===== src/rtl/regfile_scheduler.sv =====
`default_nettype none
// ============================================================================
// Module      : regfile_scheduler
// Description : Register-file scoreboard and write-port scheduler.
//               Tracks outstanding writes to R0..R14, refuses issue on
//               RAW/WAW hazards or a second long op, and arbitrates the
//               single-cycle ALU and the long-op result onto one registered
//               register-file write port (ALU has fixed priority).
// Ports       : clk, rst (synchronous, active-high)
//               issue_valid/op/we/rn/rm/ra/rd -> stall (combinational)
//               alu_wb_valid/rd/data           (never back-pressured)
//               long_wb_valid/rd/data -> long_wb_ready
//               WE, destination_register, WD   (registered write port)
//               busy_mask, long_pend, wb_err, stall_cnt (status)
// Options     : RF_SCHED_BYPASS_EN - when defined, a busy bit released by a
//               writeback accepted this cycle does not cause stall this cycle.
// Revision    : 1.0 - initial release
// ============================================================================
module regfile_scheduler (
    input  logic        clk,
    input  logic        rst,
    input  logic        issue_valid,
    input  logic [1:0]  issue_op,
    input  logic        issue_we,
    input  logic [3:0]  issue_rn,
    input  logic [3:0]  issue_rm,
    input  logic [3:0]  issue_ra,
    input  logic [3:0]  issue_rd,
    output logic        stall,
    input  logic        alu_wb_valid,
    input  logic [3:0]  alu_wb_rd,
    input  logic [31:0] alu_wb_data,
    input  logic        long_wb_valid,
    input  logic [3:0]  long_wb_rd,
    input  logic [31:0] long_wb_data,
    output logic        long_wb_ready,
    output logic        WE,
    output logic [3:0]  destination_register,
    output logic [31:0] WD,
    output logic [14:0] busy_mask,
    output logic        long_pend,
    output logic        wb_err,
    output logic [15:0] stall_cnt
);

    localparam logic [1:0]  c_OP_LONG  = 2'b11;
    localparam logic [3:0]  c_R15      = 4'd15;
    localparam logic [15:0] c_CNT_MAX  = 16'hFFFF;

    typedef enum logic [0:0] {
        S_IDLE      = 1'b0,
        S_LONG_PEND = 1'b1
    } state_t;

    state_t      r_state;
    state_t      w_state_nxt;

    logic [14:0] r_busy;
    logic        r_we;
    logic [3:0]  r_dest;
    logic [31:0] r_wd;
    logic        r_wb_err;
    logic [15:0] r_stall_cnt;

    logic        w_long_acc;
    logic        w_wb_acc;
    logic [3:0]  w_wb_rd;
    logic [31:0] w_wb_data;
    logic        w_wb_write;
    logic        w_wb_err_evt;
    logic        w_accept;
    logic        w_is_long;
    logic [14:0] w_set_mask;
    logic [14:0] w_clr_mask;
    logic [14:0] w_hazard_busy;
    logic [14:0] w_busy_nxt;
    logic        w_stall;

    // Index 15 reads as never busy: the mask is widened with a constant 0.
    function automatic logic f_busy(input logic [14:0] mask, input logic [3:0] idx);
        logic [15:0] m;
        m = {1'b0, mask};
        return m[idx];
    endfunction

    // ------------------------------------------------------------------
    // Writeback arbitration: at most one result is taken per cycle and
    // the ALU always wins, so the long producer must hold its data.
    // ------------------------------------------------------------------
    always_comb begin
        w_long_acc   = long_wb_valid && !alu_wb_valid;
        w_wb_acc     = alu_wb_valid || w_long_acc;
        w_wb_rd      = alu_wb_valid ? alu_wb_rd   : long_wb_rd;
        w_wb_data    = alu_wb_valid ? alu_wb_data : long_wb_data;
        w_wb_write   = w_wb_acc && (w_wb_rd != c_R15);
        // R15 or a register with no outstanding write both flag an error.
        w_wb_err_evt = w_wb_acc && !f_busy(r_busy, w_wb_rd);
        w_clr_mask   = '0;
        for (int i = 0; i < 15; i++) begin
            w_clr_mask[i] = w_wb_write && (w_wb_rd == 4'(i));
        end
    end

`ifdef RF_SCHED_BYPASS_EN
    // Same-cycle release: a bit being cleared now no longer blocks issue.
    assign w_hazard_busy = r_busy & ~w_clr_mask;
`else
    assign w_hazard_busy = r_busy;
`endif

    // ------------------------------------------------------------------
    // Hazard detection and issue acceptance
    // ------------------------------------------------------------------
    always_comb begin
        w_is_long = (issue_op == c_OP_LONG);
        w_stall   = issue_valid && (f_busy(w_hazard_busy, issue_rn) ||
                                    f_busy(w_hazard_busy, issue_rm) ||
                                    f_busy(w_hazard_busy, issue_rd) ||
                                    (w_is_long && f_busy(w_hazard_busy, issue_ra)) ||
                                    (w_is_long && (r_state == S_LONG_PEND)));
        w_accept  = issue_valid && !w_stall;
        w_set_mask = '0;
        for (int i = 0; i < 15; i++) begin
            w_set_mask[i] = w_accept && issue_we && (issue_rd == 4'(i));
        end
        // Set wins over clear when an issue and a writeback hit the same bit.
        w_busy_nxt = (r_busy & ~w_clr_mask) | w_set_mask;
    end

    // ------------------------------------------------------------------
    // Long-op FSM
    // ------------------------------------------------------------------
    always_comb begin
        w_state_nxt = r_state;
        case (r_state)
            S_IDLE: begin
                if (w_accept && w_is_long) begin
                    w_state_nxt = S_LONG_PEND;
                end
            end
            S_LONG_PEND: begin
                if (w_long_acc) begin
                    w_state_nxt = S_IDLE;
                end
            end
            default: w_state_nxt = S_IDLE;
        endcase
    end

    always_ff @(posedge clk) begin
        if (rst) begin
            r_state <= S_IDLE;
        end else begin
            r_state <= w_state_nxt;
        end
    end

    // ------------------------------------------------------------------
    // Scoreboard, write port and status registers
    // ------------------------------------------------------------------
    always_ff @(posedge clk) begin
        if (rst) begin
            r_busy      <= '0;
            r_we        <= 1'b0;
            r_dest      <= '0;
            r_wd        <= '0;
            r_wb_err    <= 1'b0;
            r_stall_cnt <= '0;
        end else begin
            r_busy <= w_busy_nxt;
            r_we   <= w_wb_write;
            if (w_wb_write) begin
                r_dest <= w_wb_rd;
                r_wd   <= w_wb_data;
            end
            if (w_wb_err_evt) begin
                r_wb_err <= 1'b1;
            end
            if (w_stall && (r_stall_cnt != c_CNT_MAX)) begin
                r_stall_cnt <= r_stall_cnt + 16'd1;
            end
        end
    end

    assign stall                = w_stall;
    assign long_wb_ready        = !alu_wb_valid;
    assign WE                   = r_we;
    assign destination_register = r_dest;
    assign WD                   = r_wd;
    assign busy_mask            = r_busy;
    assign long_pend            = (r_state == S_LONG_PEND);
    assign wb_err               = r_wb_err;
    assign stall_cnt            = r_stall_cnt;

endmodule
`default_nettype wire


===== config.mk =====
export PLATFORM = sky130hd
export DESIGN_NAME = regfile_scheduler
export DESIGN_NICKNAME = d
export VERILOG_FILES = /design/src/rtl/regfile_scheduler.sv
export SDC_FILE = /design/constraint.sdc
export NUM_CORES = 1
export LEC_CHECK = 0
export ABC_CLOCK_PERIOD_IN_PS = 5400
export BUFFER_PORTS_ARGS = -buffer_cell sky130_fd_sc_hd__clkbuf_2
export CELL_PAD_IN_SITES_DETAIL_PLACEMENT = 0
export CELL_PAD_IN_SITES_GLOBAL_PLACEMENT = 2
export CORE_MARGIN = 2
export CORE_UTILIZATION = 29
export CTS_CLUSTER_SIZE = 28
export DETAILED_ROUTE_END_ITERATION = 8
export HOLD_SLACK_MARGIN = 0.06
export PLACE_DENSITY_LB_ADDON = 0.3
export SYNTH_ARGS = -nofsm -noshare
export SYNTH_HDL_FRONTEND = slang
export SYNTH_SLANG_ARGS = --single-unit

===== constraint.sdc =====
create_clock -name clk -period 5.4 [get_ports clk]
set_input_delay 0.81 -clock clk [delete_from_list [all_inputs] [get_ports clk]]
set_output_delay 0.81 -clock clk [all_outputs]
set_load 0.02 [all_outputs]

==> results.toml <==
[clock_tree]
cts_tree = "done"
ctsRootBufferMaster = "clkbuf_16"
ctsHoldBuffers = 0
cts.clk_slew.worst_paths_ps = 50
cts_resized = 0
insertion_delay_ps = 330
cts_buffer_depth = 2
cts.sinks = 70
post-cts-setup-buffers = 0
cts_htree_levels = 3
numCtsBuffers = 9

[place]
gp_congestion = 0.853
place_area_um2 = 4770
io_buffer_count = 167
place_hpwl_um = 9120
dp.cells = 736

[logic_synthesis]
synth-seq-cells = 70
syn_inst = 418
synth_flop_cell = "dfxtp_1"
ys.warnings.count = 0
synth-async-reset-ratio = 0
synth_edf_count = 0
ys_seq_area_frac = 0.372
postSynthAreaPerCell_um2 = 9.02
syn-cell-area_um2 = 3770
syn-num-nets = 515
ys_types = 45

[grt]
grt_usage = 0.176
grt_pass1_vias = 3694
grt_pass1_wl_um = 19500
gr-total-overflow = 0
antenna_found_initial = 0
grt_max_degree = 73

[finish]
nets = 672
diodes = 0
fin_area_um2 = 5040
drive_gt1_frac = 0.352
finalNonFillerCells = 751
fillers = 1344
area_growth_syn_to_layout_pct = 33.7

[routing]
num_vias = 3844
dr_wl_met2_um = 5310
ant_nets = 0
drtIter0Drc = 243
drcViolationCount = 0
firstDrtPassIters = 4
wl_met1_um = 5710
wire_per_inst_um = 16.4
met3_length_um = 1050
drt-total-wl_um = 12300
vias_per_cell = 5.12
top_layer_used = "met4"

[die]
rows = 41
core-area_um2 = 12700
die_y_um = 118
initial_core_util = 0.298
die_x_um = 118
die_area_um2 = 13900
pin_count = 168

[sta]
min_period_ps = 3740
slew_headroom = 0.490
fin_skew_ps = 4.65
tightest_slew_ps = 760
fin_crit_sh = 0.693
max_freq_ghz = 0.267
setup_tns_ps = 0
hold_viol_final = 0
setup_violations = 0
drv_slew = 0
rsz0062_at_grt = "no"

[power_and_ir_drop]
power_leakage_nw = 2.21
p_total_w = 0.00135
power_density_nw_per_um2 = 267
ir_worst_vdd_mv = 0.130

[run]
drv_cap = 0

[setup_path]
worstPathArrival_ps = 2930
startpoint_type = "input port"
crit_path_end_kind = "primary output"
crit_required_ps = 4590
path_class = "in -> out"
critPathMaxFanout = 10

[min_path]
min_path_type = "reg -> reg"

[run_status]
outcome = "completed"
synthesized netlist by cell type, types with 3 or more instances:
cell type  count  area (um2)
nor2_1        54         203
a311oi_1       3        26.3
inv_1          5        18.8
and3_1         3        18.8
nor2b_1        6        37.5
a21oi_1       14        70.1
mux2_2         7        78.8
dfxtp_1       70        1400
buf_1          3        11.3
nor3_1         4        20.0
or3_1          8        50.1
o211ai_1       3        22.5
mux4_2        12         270
nand3_1       22         110
clkbuf_1      20        75.1
o41ai_1        6        52.6
nand2_1       35         131
nand4_1        5        31.3
o21ai_0        8        40.0
or4_1          6        45.0
a211oi_1      36         270
o221ai_1       4        35.0
mux2i_1       44         440
o31ai_1       15         113
worst max-delay path: stages:
cell and delay (ps):
clkbuf_2 170, mux4_2 510, a32o_1 260, a211oi_1 170, nand4_1 210, nor2_1 520
nor2b_1 90, clkbuf_2 180
cells by family after synthesis:
logic type / after synthesis / share of synthesized area
xor+xnor: 2 / 0.00465
simple gates: 154 / 0.194
fa+ha+maj: 1 / 0.00332
compound gates: 98 / 0.186
mux: 63 / 0.209
buf+inv: 30 / 0.0302
flops: 70 / 0.372
state kept, by name, summed over array words and instances, names as in the netlist:
register and count:
wb_err 1, destination_register 4, long_pend 1, stall_cnt 16, busy_mask 15, WE 1
WD 32
report_power, final:
part / internal, W / total (W) / switching [W]
registers: 0.000546 / 0.000565 / 0.0000188
clock network: 0.000333 / 0.000540 / 0.000207
logic: 0.0000931 / 0.000243 / 0.000149
total: 0.000972 / 0.00135 / 0.000375
cell type report:
class / instances / area (um2) / share of cell area
Multi-Input combinational cell: 318 / 2270 / 0.451
Tap cell: 172 / 215 / 0.0427
Inverter: 6 / 22.5 / 0.00447
Sequential cell: 70 / 1400 / 0.278
Timing Repair Buffer: 170 / 858 / 0.170
Clock buffer: 14 / 264 / 0.0524
Clock inverter: 1 / 5.00 / 0.000993
cell usage in the layout (no fill, tap or decap), types with 4 or more instances in the layout:
| cell type | count |
|---|---|
| nand2_1 | 35 |
| or4_1 | 6 |
| nand3_1 | 22 |
| o221ai_1 | 4 |
| o41ai_1 | 6 |
| nor2b_1 | 6 |
| mux4_2 | 12 |
| o31ai_1 | 15 |
| nor3_1 | 4 |
| clkbuf_2 | 167 |
| or3_1 | 8 |
| nand4_1 | 5 |
| inv_1 | 5 |
| mux2_2 | 7 |
| a211oi_1 | 36 |
| dfxtp_1 | 70 |
| mux2i_1 | 44 |
| nor2_1 | 54 |
| a21oi_1 | 14 |
| o21ai_0 | 8 |
| clkbuf_16 | 9 |
through the flow:
step | utilization | setup WS, ps | hold WS (ps)
after floorplan | - | 2150 | 559
after global placement | 0.377 | 1700 | 468
after detailed placement | 0.377 | 1650 | 479
after CTS | 0.398 | 1660 | 493
after global routing | 0.398 | 1450 | 503
final | 0.398 | 1660 | 484
routing by layer:
metal | track usage | vias to the layer above
met3 | 0.0601 | 21
met1 | 0.230 | 1745
met2 | 0.267 | 167
met4 | 0.0670 | 0
li1 | - | 1911
met5 | 0 | -
final timing paths:
kind | slack (ps) | endpoint | cells after the start | from
setup / recovery | 1660 | stall | 8 | issue_rn[1]
hold / removal | 480 | wb_err$_SDFFE_PP0P_ | 2 | wb_err$_SDFFE_PP0P_
setup reg to reg | 2500 | busy_mask[12]$_SDFF_PP0_ | 7 | busy_mask[11]$_SDFF_PP0_
hold reg to reg | 480 | wb_err$_SDFFE_PP0P_ | 2 | wb_err$_SDFFE_PP0P_
Note: power is estimated with default switching activity, not from simulation.
